===== config.mk =====
export PLATFORM = sky130hd
export DESIGN_NAME = mem_access_ctrl
export DESIGN_NICKNAME = d
export VERILOG_FILES = /design/src/rtl/mem_access_pkg.sv /design/src/rtl/mem_access_arb.sv /design/src/rtl/mem_access_ctrl.sv
export SDC_FILE = /design/constraint.sdc
export NUM_CORES = 1
export LEC_CHECK = 0
export ABC_AREA = 1
export CAP_MARGIN = 20
export CELL_PAD_IN_SITES_DETAIL_PLACEMENT = 1
export CELL_PAD_IN_SITES_GLOBAL_PLACEMENT = 2
export CORE_AREA = 2 2 179 181
export DETAILED_ROUTE_END_ITERATION = 12
export DIE_AREA = 0 0 181 183
export PLACE_DENSITY_LB_ADDON = 0.05
export SETUP_SLACK_MARGIN = 0.3
export SYNTH_ARGS = -nofsm -noshare
export SYNTH_HDL_FRONTEND = slang
export SYNTH_SLANG_ARGS = --single-unit

===== constraint.sdc =====
create_clock -name clk -period 1.3 [get_ports clk]
set_input_delay 0.26 -clock clk [delete_from_list [all_inputs] [get_ports clk]]
set_output_delay 0.26 -clock clk [all_outputs]
set_load 0.005 [all_outputs]

===== src/rtl/mem_access_pkg.sv =====
// Shared types for the memory access controller: FSM states, RAM op codes, requester IDs.
package mem_access_pkg;

  typedef enum logic [1:0] {
    IDLE    = 2'd0,
    ISSUE   = 2'd1,
    CAPTURE = 2'd2
  } state_t;

  localparam logic [1:0] RW_FETCH = 2'b00;
  localparam logic [1:0] RW_READ  = 2'b01;
  localparam logic [1:0] RW_WRITE = 2'b10;

  typedef enum logic {
    REQ_IF = 1'b0,
    REQ_LS = 1'b1
  } req_id_t;

endpackage


===== src/rtl/mem_access_arb.sv =====
// Two-input fetch/load-store arbiter, combinational one-hot grant while en is high; no backpressure.
// MEM_ACCESS_RR_EN: round-robin on ties (first tie to ls); otherwise ls has fixed priority.
module mem_access_arb
  import mem_access_pkg::*;
(
`ifdef MEM_ACCESS_RR_EN
  input  logic clk,
  input  logic reset_n,
`endif
  input  logic en,
  input  logic if_req,
  input  logic ls_req,
  output logic gnt_if,
  output logic gnt_ls
);

`ifdef MEM_ACCESS_RR_EN
  req_id_t last_q;
  logic    ls_wins;

  // On a tie the port that was not granted last wins.
  assign ls_wins = ls_req & (~if_req | (last_q == REQ_IF));

  always_ff @(posedge clk or negedge reset_n) begin
    if (!reset_n) begin
      last_q <= REQ_IF;
    end else if (en && (if_req || ls_req)) begin
      last_q <= ls_wins ? REQ_LS : REQ_IF;
    end
  end

  assign gnt_ls = en & ls_wins;
  assign gnt_if = en & if_req & ~ls_wins;
`else
  assign gnt_ls = en & ls_req;
  assign gnt_if = en & if_req & ~ls_req;
`endif

endmodule


===== src/rtl/mem_access_ctrl.sv =====
// RAM initiator for fetch + load/store, one transaction in flight: store done at grant+2, reads valid at grant+3.
// Requests are level and held until gnt; MEM_ACCESS_RR_EN selects round-robin arbitration.
module mem_access_ctrl
  import mem_access_pkg::*;
#(
  parameter int ADDR_W = 16
) (
  input  logic        clk,
  input  logic        reset_n,
  input  logic        if_req,
  input  logic [31:0] if_addr,
  output logic        if_gnt,
  output logic        if_rvalid,
  output logic [31:0] if_rdata,
  output logic        if_err,
  input  logic        ls_req,
  input  logic        ls_we,
  input  logic [31:0] ls_addr,
  input  logic [31:0] ls_wdata,
  output logic        ls_gnt,
  output logic        ls_rvalid,
  output logic        ls_wdone,
  output logic [31:0] ls_rdata,
  output logic        ls_err,
  output logic [31:0] mem_addr,
  output logic [1:0]  mem_rw,
  output logic [31:0] mem_din,
  output logic        mem_enable,
  input  logic [31:0] mem_dout,
  input  logic [31:0] mem_fetch
);

  state_t      state_q, state_d;
  logic        arb_en, gnt_if, gnt_ls, any_gnt;
  logic [1:0]  rw_q;
  logic [31:0] addr_q, wdata_q;
  logic        oor_q;
  logic [31:0] sel_addr;
  logic        sel_oor;
  logic        wr_done, rd_done, fe_done;

  mem_access_arb u_arb (
`ifdef MEM_ACCESS_RR_EN
    .clk     (clk),
    .reset_n (reset_n),
`endif
    .en      (arb_en),
    .if_req  (if_req),
    .ls_req  (ls_req),
    .gnt_if  (gnt_if),
    .gnt_ls  (gnt_ls)
  );

  assign any_gnt  = gnt_if | gnt_ls;
  assign if_gnt   = gnt_if;
  assign ls_gnt   = gnt_ls;
  assign sel_addr = gnt_ls ? ls_addr : if_addr;
  assign sel_oor  = |(sel_addr >> ADDR_W);

  always_ff @(posedge clk or negedge reset_n) begin
    if (!reset_n) state_q <= IDLE;
    else          state_q <= state_d;
  end

  always_comb begin
    state_d = state_q;
    case (state_q)
      IDLE:    if (any_gnt) state_d = ISSUE;
      ISSUE:   state_d = (rw_q == RW_WRITE) ? IDLE : CAPTURE;
      CAPTURE: state_d = IDLE;
      default: state_d = IDLE;
    endcase
  end

  // Grant is gated by reset so every output is low while reset_n is asserted.
  always_comb begin
    arb_en     = 1'b0;
    mem_enable = 1'b0;
    case (state_q)
      IDLE:    arb_en     = reset_n;
      ISSUE:   mem_enable = ~oor_q;
      default: ;
    endcase
  end

  always_ff @(posedge clk or negedge reset_n) begin
    if (!reset_n) begin
      rw_q    <= RW_FETCH;
      addr_q  <= '0;
      wdata_q <= '0;
      oor_q   <= 1'b0;
    end else if (state_q == IDLE && any_gnt) begin
      rw_q   <= gnt_ls ? (ls_we ? RW_WRITE : RW_READ) : RW_FETCH;
      addr_q <= sel_addr;
      oor_q  <= sel_oor;
      if (gnt_ls && ls_we) wdata_q <= ls_wdata;
    end
  end

  assign mem_addr = addr_q;
  assign mem_rw   = rw_q;
  assign mem_din  = wdata_q;

  assign wr_done = (state_q == ISSUE)   && (rw_q == RW_WRITE);
  assign rd_done = (state_q == CAPTURE) && (rw_q == RW_READ);
  assign fe_done = (state_q == CAPTURE) && (rw_q == RW_FETCH);

  always_ff @(posedge clk or negedge reset_n) begin
    if (!reset_n) begin
      ls_wdone  <= 1'b0;
      ls_rvalid <= 1'b0;
      ls_err    <= 1'b0;
      ls_rdata  <= '0;
      if_rvalid <= 1'b0;
      if_err    <= 1'b0;
      if_rdata  <= '0;
    end else begin
      ls_wdone  <= wr_done;
      ls_rvalid <= rd_done;
      ls_err    <= oor_q & (wr_done | rd_done);
      if_rvalid <= fe_done;
      if_err    <= oor_q & fe_done;
      if (rd_done) ls_rdata <= oor_q ? '0 : mem_dout;
      if (fe_done) if_rdata <= oor_q ? '0 : mem_fetch;
    end
  end

endmodule


* After elaboration in Yosys (flattened, before gate mapping)
Index checks and enable logic that the tools add are counted.
Storage, ports and cells: register bits after elaboration 138, input port bits 165
Cells by class: eq/ne operators 5, mux-type cells 10, bitwise gates (word level) 9, reduce and logical (&&, ||, !) cells 9
Operator list (count):
- $mux W32 | 3
- $reduce_or A16 Y1 | 1
- $mux W2 | 4
- $and A1 B1 Y1 | 5
- $logic_and A1 B1 Y1 | 5
- $eq A2 B1 Y1 const B | 2
- $eq A2 B2 Y1 const B | 2
- $logic_not A2 Y1 | 2
- $pmux W2 S2 | 1
- $mux W1 | 2
- $ne A2 B2 Y1 const B | 1
- $not A1 Y1 | 2
- $or A1 B1 Y1 | 2
- $reduce_and A2 Y1 | 1

* Depth between registers and ports, before layout
depth after elaboration 7, mapped depth 10, depth with buffers taken out 9

* By module
Synthesis repeated with hierarchy kept, for this count alone.
Unflattened totals: cell total of the unflattened synthesis 603, area total of the unflattened synthesis 5924.4 um2
By module, submodules not included:
- mem_access_ctrl | instances 1, cells each 599, area an instance 5906.9 um2
- mem_access_arb | instances 1, cells each 4, area an instance 17.5 um2

* Worst setup path after synthesis
OpenSTA, ideal clock, no wires.
path type register to register, start point register state_q[1], end point register oor_q, library setup time 0.117 ns, data arrival time 1.243 ns, slack -0.059 ns, stages on the path, launching flop included 10, path buffers 1, clock period less this slack 1.359 ns, cells stage by stage dfrtp_1 -> nor2_4 -> nand3_4 -> buf_2 -> nand2_1 -> nand2_1 -> nor2_1 -> nand3_1 -> nor2_1 -> nor2_1
Between the ends: word-level cells in the longest chain between the ends 6
Ends and longest elaborated chain:
- from (decl) | line mem_access_ctrl.sv:33 | state_t state_q, state_d;
- from (signal assigned) | line mem_access_ctrl.sv:62 | else state_q <= state_d;
- $logic_not A2 Y1 (*) | line mem_access_ctrl.sv:79, mem_access_ctrl.sv:92
- parallel branches: the longest is 5 deep, another holds $mux W32
- to (signal assigned) | line mem_access_ctrl.sv:95 | oor_q <= sel_oor;
- to (decl) | line mem_access_ctrl.sv:37 | logic oor_q;
Mark *: on every way between the ends. A chain may end at the register's enable or synchronous reset.

* Worst setup path after layout
start point register state_q[1], end point register if_rdata[24]
Between the ends: word-level cells in the longest chain between the ends 2
Ends and longest elaborated chain:
- $eq A2 B2 Y1 | line mem_access_ctrl.sv:106 | assign fe_done = (state_q == CAPTURE) && (rw_q == RW_FETCH);
- $logic_and A1 B1 Y1 | line mem_access_ctrl.sv:106
- to (signal assigned) | line mem_access_ctrl.sv:124 | if (fe_done) if_rdata <= oor_q ? '0 : mem_fetch;
- to (decl) | line mem_access_ctrl.sv:14 | output logic [31:0] if_rdata,
Every way passes these cells.

==> results by group <==
Outcome
  – Status: finished, violations left
  – Failing checks: negative setup slack

Die
  – Die area: between 30000 and 40000 um^2
  – Die height: between 150 and 200 um
  – Die outline width: 181 um
  – Cell Rows: 65
  – Initial Utilization: 0.187
  – Core Area: approximately 31000 um^2
  – I/O pin count: 303

Layout
  – Layout cell share with drive strength beyond 1: 0.490
  – Area Overhead vs Synth: 113%
  – # diodes: 0
  – Final cell count without fillers: approximately 1600
  – Final Util: 0.398
  – Nets: between 1000 and 1500
  – Most common cell after layout, fill and taps aside: clkdlybuf4s50_1
  – Leading cell types in the layout, fill and taps excluded: 163 x clkdlybuf4s50_1, 142 x nand2_1, 137 x dfrtp_1, 120 x buf_2, 105 x buf_4

Min path
  – Hold Crit Class: in2async

Route
  – Via density: between 4 and 5
  – Post-DRT Antenna Nets: 0
  – DRT Pass-1 Iters: 4
  – DR iter-0 viols: 241
  – Avg WL per Cell: ~18 um
  – Residual DRC count: 0
  – Post-Route WL: 27.3 mm
  – Via count: 6298

Clock tree
  – Clock Path Buffers: 2
  – CTS H-tree lvls: 4
  – Clock slew seen by the registers of the worst setup and hold paths: 0.06 ns
  – Root Driver: clkbuf_16
  – Clock Sinks: between 100 and 150
  – TritonCTS Buffers: 17
  – Worst skew pair latency: 0.43 ns
  – CTS tree: done

Yosys
  – Cells after synthesis: between 600 and 700
  – Synth Area in Simple Gates: 0.237
  – Synth Area in Compound Gates: 0.0887
  – Sequential area share after synthesis: 0.591
  – Post-synth cell types: 23
  – FF+latch count, synth: 138
  – Largest family of logic cells by synthesized area: simple AND/OR/NAND/NOR gates
  – Synth Area in Adders: 0
  – Yosys warning total: 0
  – Synth Area in XOR/XNOR: 0
  – Post-synthesis mux area share: 0
  – Syn Nets: 841
  – Avg Inst Size Synth: roughly 8.6 um^2
  – Cell Area, Synth: approximately 5800 um^2

Worst setup path
  – Worst Path Required: about 1.6 ns
  – Startpoint Class: flop
  – CP endpoint kind: flop
  – Critical path class: reg2reg
  – CP Max Fanout: 8
  – Reg2Reg Depth: 12
  – Critical path arrival: 2.04 ns

Global routing
  – Total Routing Usage GR: 0.156
  – Initial antenna violation count: 0
  – GRT Residual Overflow: 0
  – First-pass GRT wire length: between 30 and 40 mm
  – Largest net degree at the start of global routing: 87
  – Number of global-route vias before repair: about 6400

Timing
  – Final number of hold-violating endpoints: 0
  – Minimum clock period: approximately 1.7 ns
  – Fmax: between 0.5 and 0.6 GHz
  – Min setup slack post-route: -0.431 ns
  – Clock skew: around 0.011 ns
  – RSZ-0062 raised after global routing: yes
  – Fin. max-slew vios: 0
  – Worst-margin pin slew: approximately 0.69 ns
  – Crit share post-route: 1.33
  – Worst slew margin: 0.539
  – Final setup vio count: approximately 140

Placed design
  – # port buffers: just over 300
  – GP Congestion: 0.696
  – Post-Place Cells: 1394
  – Detailed placer's ending HPWL: ~17 mm

Power
  – P_leak: about 5.8 nW
  – Peak supply drop: a little over 0.0009 V
  – Pwr dens: ~1800 nW/um^2

Job
  – Max Cap Viol: 0
-- per-layer routing --
layer / global-route usage / routed length [um] / vias up
li1: - / - / 3081
met5: 0 / 0 / -
met2: 0.239 / 12800 / 187
met3: 0.0633 / 2050 / 9
met4: 0.0390 / 244 / 0
met1: 0.203 / 12200 / 3021
-- synthesized netlist by cell type --
cell | n | area [um^2]
nand2_1 | 215 | 807
dfrtp_1 | 138 | 3450
nor2_1 | 68 | 255
inv_1 | 57 | 214
o21ai_0 | 43 | 215
nand3_1 | 34 | 170
a21oi_1 | 33 | 165
a31oi_1 | 21 | 131
buf_2 | 16 | 80.1
clkbuf_1 | 13 | 48.8
nand4_1 | 10 | 62.6
buf_6 | 7 | 78.8
buf_4 | 6 | 45.0
inv_2 | 3 | 11.3
nor2_4 | 2 | 22.5
nor3_1 | 2 | 10.0
nor3_2 | 2 | 20.0
inv_4 | 1 | 6.26
nand2_2 | 1 | 6.26
nand3_4 | 1 | 17.5
nor2_2 | 1 | 6.26
nor4_1 | 1 | 6.26
o22ai_1 | 1 | 6.26
-- area by class of cell --
type / instances / area (um^2)
clock buffers: 24 / 482
well taps: 402 / 503
multi-input cells: 435 / 2900
repair buffers: 486 / 4750
flip-flops and latches: 138 / 3450
clock inverters: 8 / 92.6
fillers: 3564 / 18800
inverters: 61 / 251
-- what timing repair did --
action | CTS | global route
hold endpoints to repair | 4 | 0
resized for setup | 643 | 234
gates cloned | 14 | 12
buffers inserted | 46 | 55
pin swaps | 13 | 29
hold buffers | 1 | 0
endpoints found under the setup margin | 275 | 276
-- power by group --
part | total [mW] | switching, mW | internal, mW
clock | 4.90 | 1.94 | 2.96
combinational | 9.96 | 4.23 | 5.73
sequential | 7.16 | 1.06 | 6.11
-- state kept, by name, summed over array words and instances (netlist names) --
name,count
ls_err,1
ls_rvalid,1
if_rdata,32
oor_q,1
if_rvalid,1
state_q,2
mem_addr,32
mem_rw,2
mem_din,32
ls_rdata,32
if_err,1
ls_wdone,1
-- critical path: stages (launching register included) --
cell	delay [ns]
dfrtp_1	0.40
buf_6	0.12
buf_6	0.09
inv_6	0.03
nor2_4	0.07
inv_2	0.06
buf_6	0.11
nor3_4	0.16
buf_6	0.13
buf_12	0.14
buf_12	0.11
buf_16	0.12
a21oi_1	0.06
-- through the flow --
step	hold WS [ns]	worst slack (ns)	power (mW)	setup TNS, ns	area [um^2]
finish	0.0478	-0.431	22.0	-49.75	12400
global route	0.0935	-0.525	23.6	-63.58	12400
CTS	0.0847	-0.433	19.8	-43.77	10800
detailed placement	0.366	-0.563	15.1	-47.73	9830
global placement	0.373	-0.578	15.0	-43.64	9830
floorplan	-0.0356	-0.0417	9.59	-1.57	6030
-- kinds of logic (layout without fill, tap and decap cells) --
kind of cell           after synthesis  in the layout
DFF                                138            138
buffers and inverters              103            579
and+or+nand+nor                    337            337
AOI/OAI and AO/OA                   98             98
-- path summary, 6_finish.rpt --
kind                                              start                       end  slack [ns]
max in group asynchronous                       reset_n   if_rdata[7]$_DFFE_PN0P_        0.66
worst max-delay path             state_q[1]$_DFFE_PN0P_  if_rdata[24]$_DFFE_PN0P_       -0.43
worst min register to register  mem_din[10]$_DFFE_PN0P_   mem_din[10]$_DFFE_PN0P_        0.48
worst min-delay path                            reset_n  mem_addr[16]$_DFFE_PN0P_        0.05
worst max register to register   state_q[1]$_DFFE_PN0P_  if_rdata[24]$_DFFE_PN0P_       -0.43
min in group clk                                reset_n  mem_addr[16]$_DFFE_PN0P_        0.29
(Power assumes the default switching activity.)
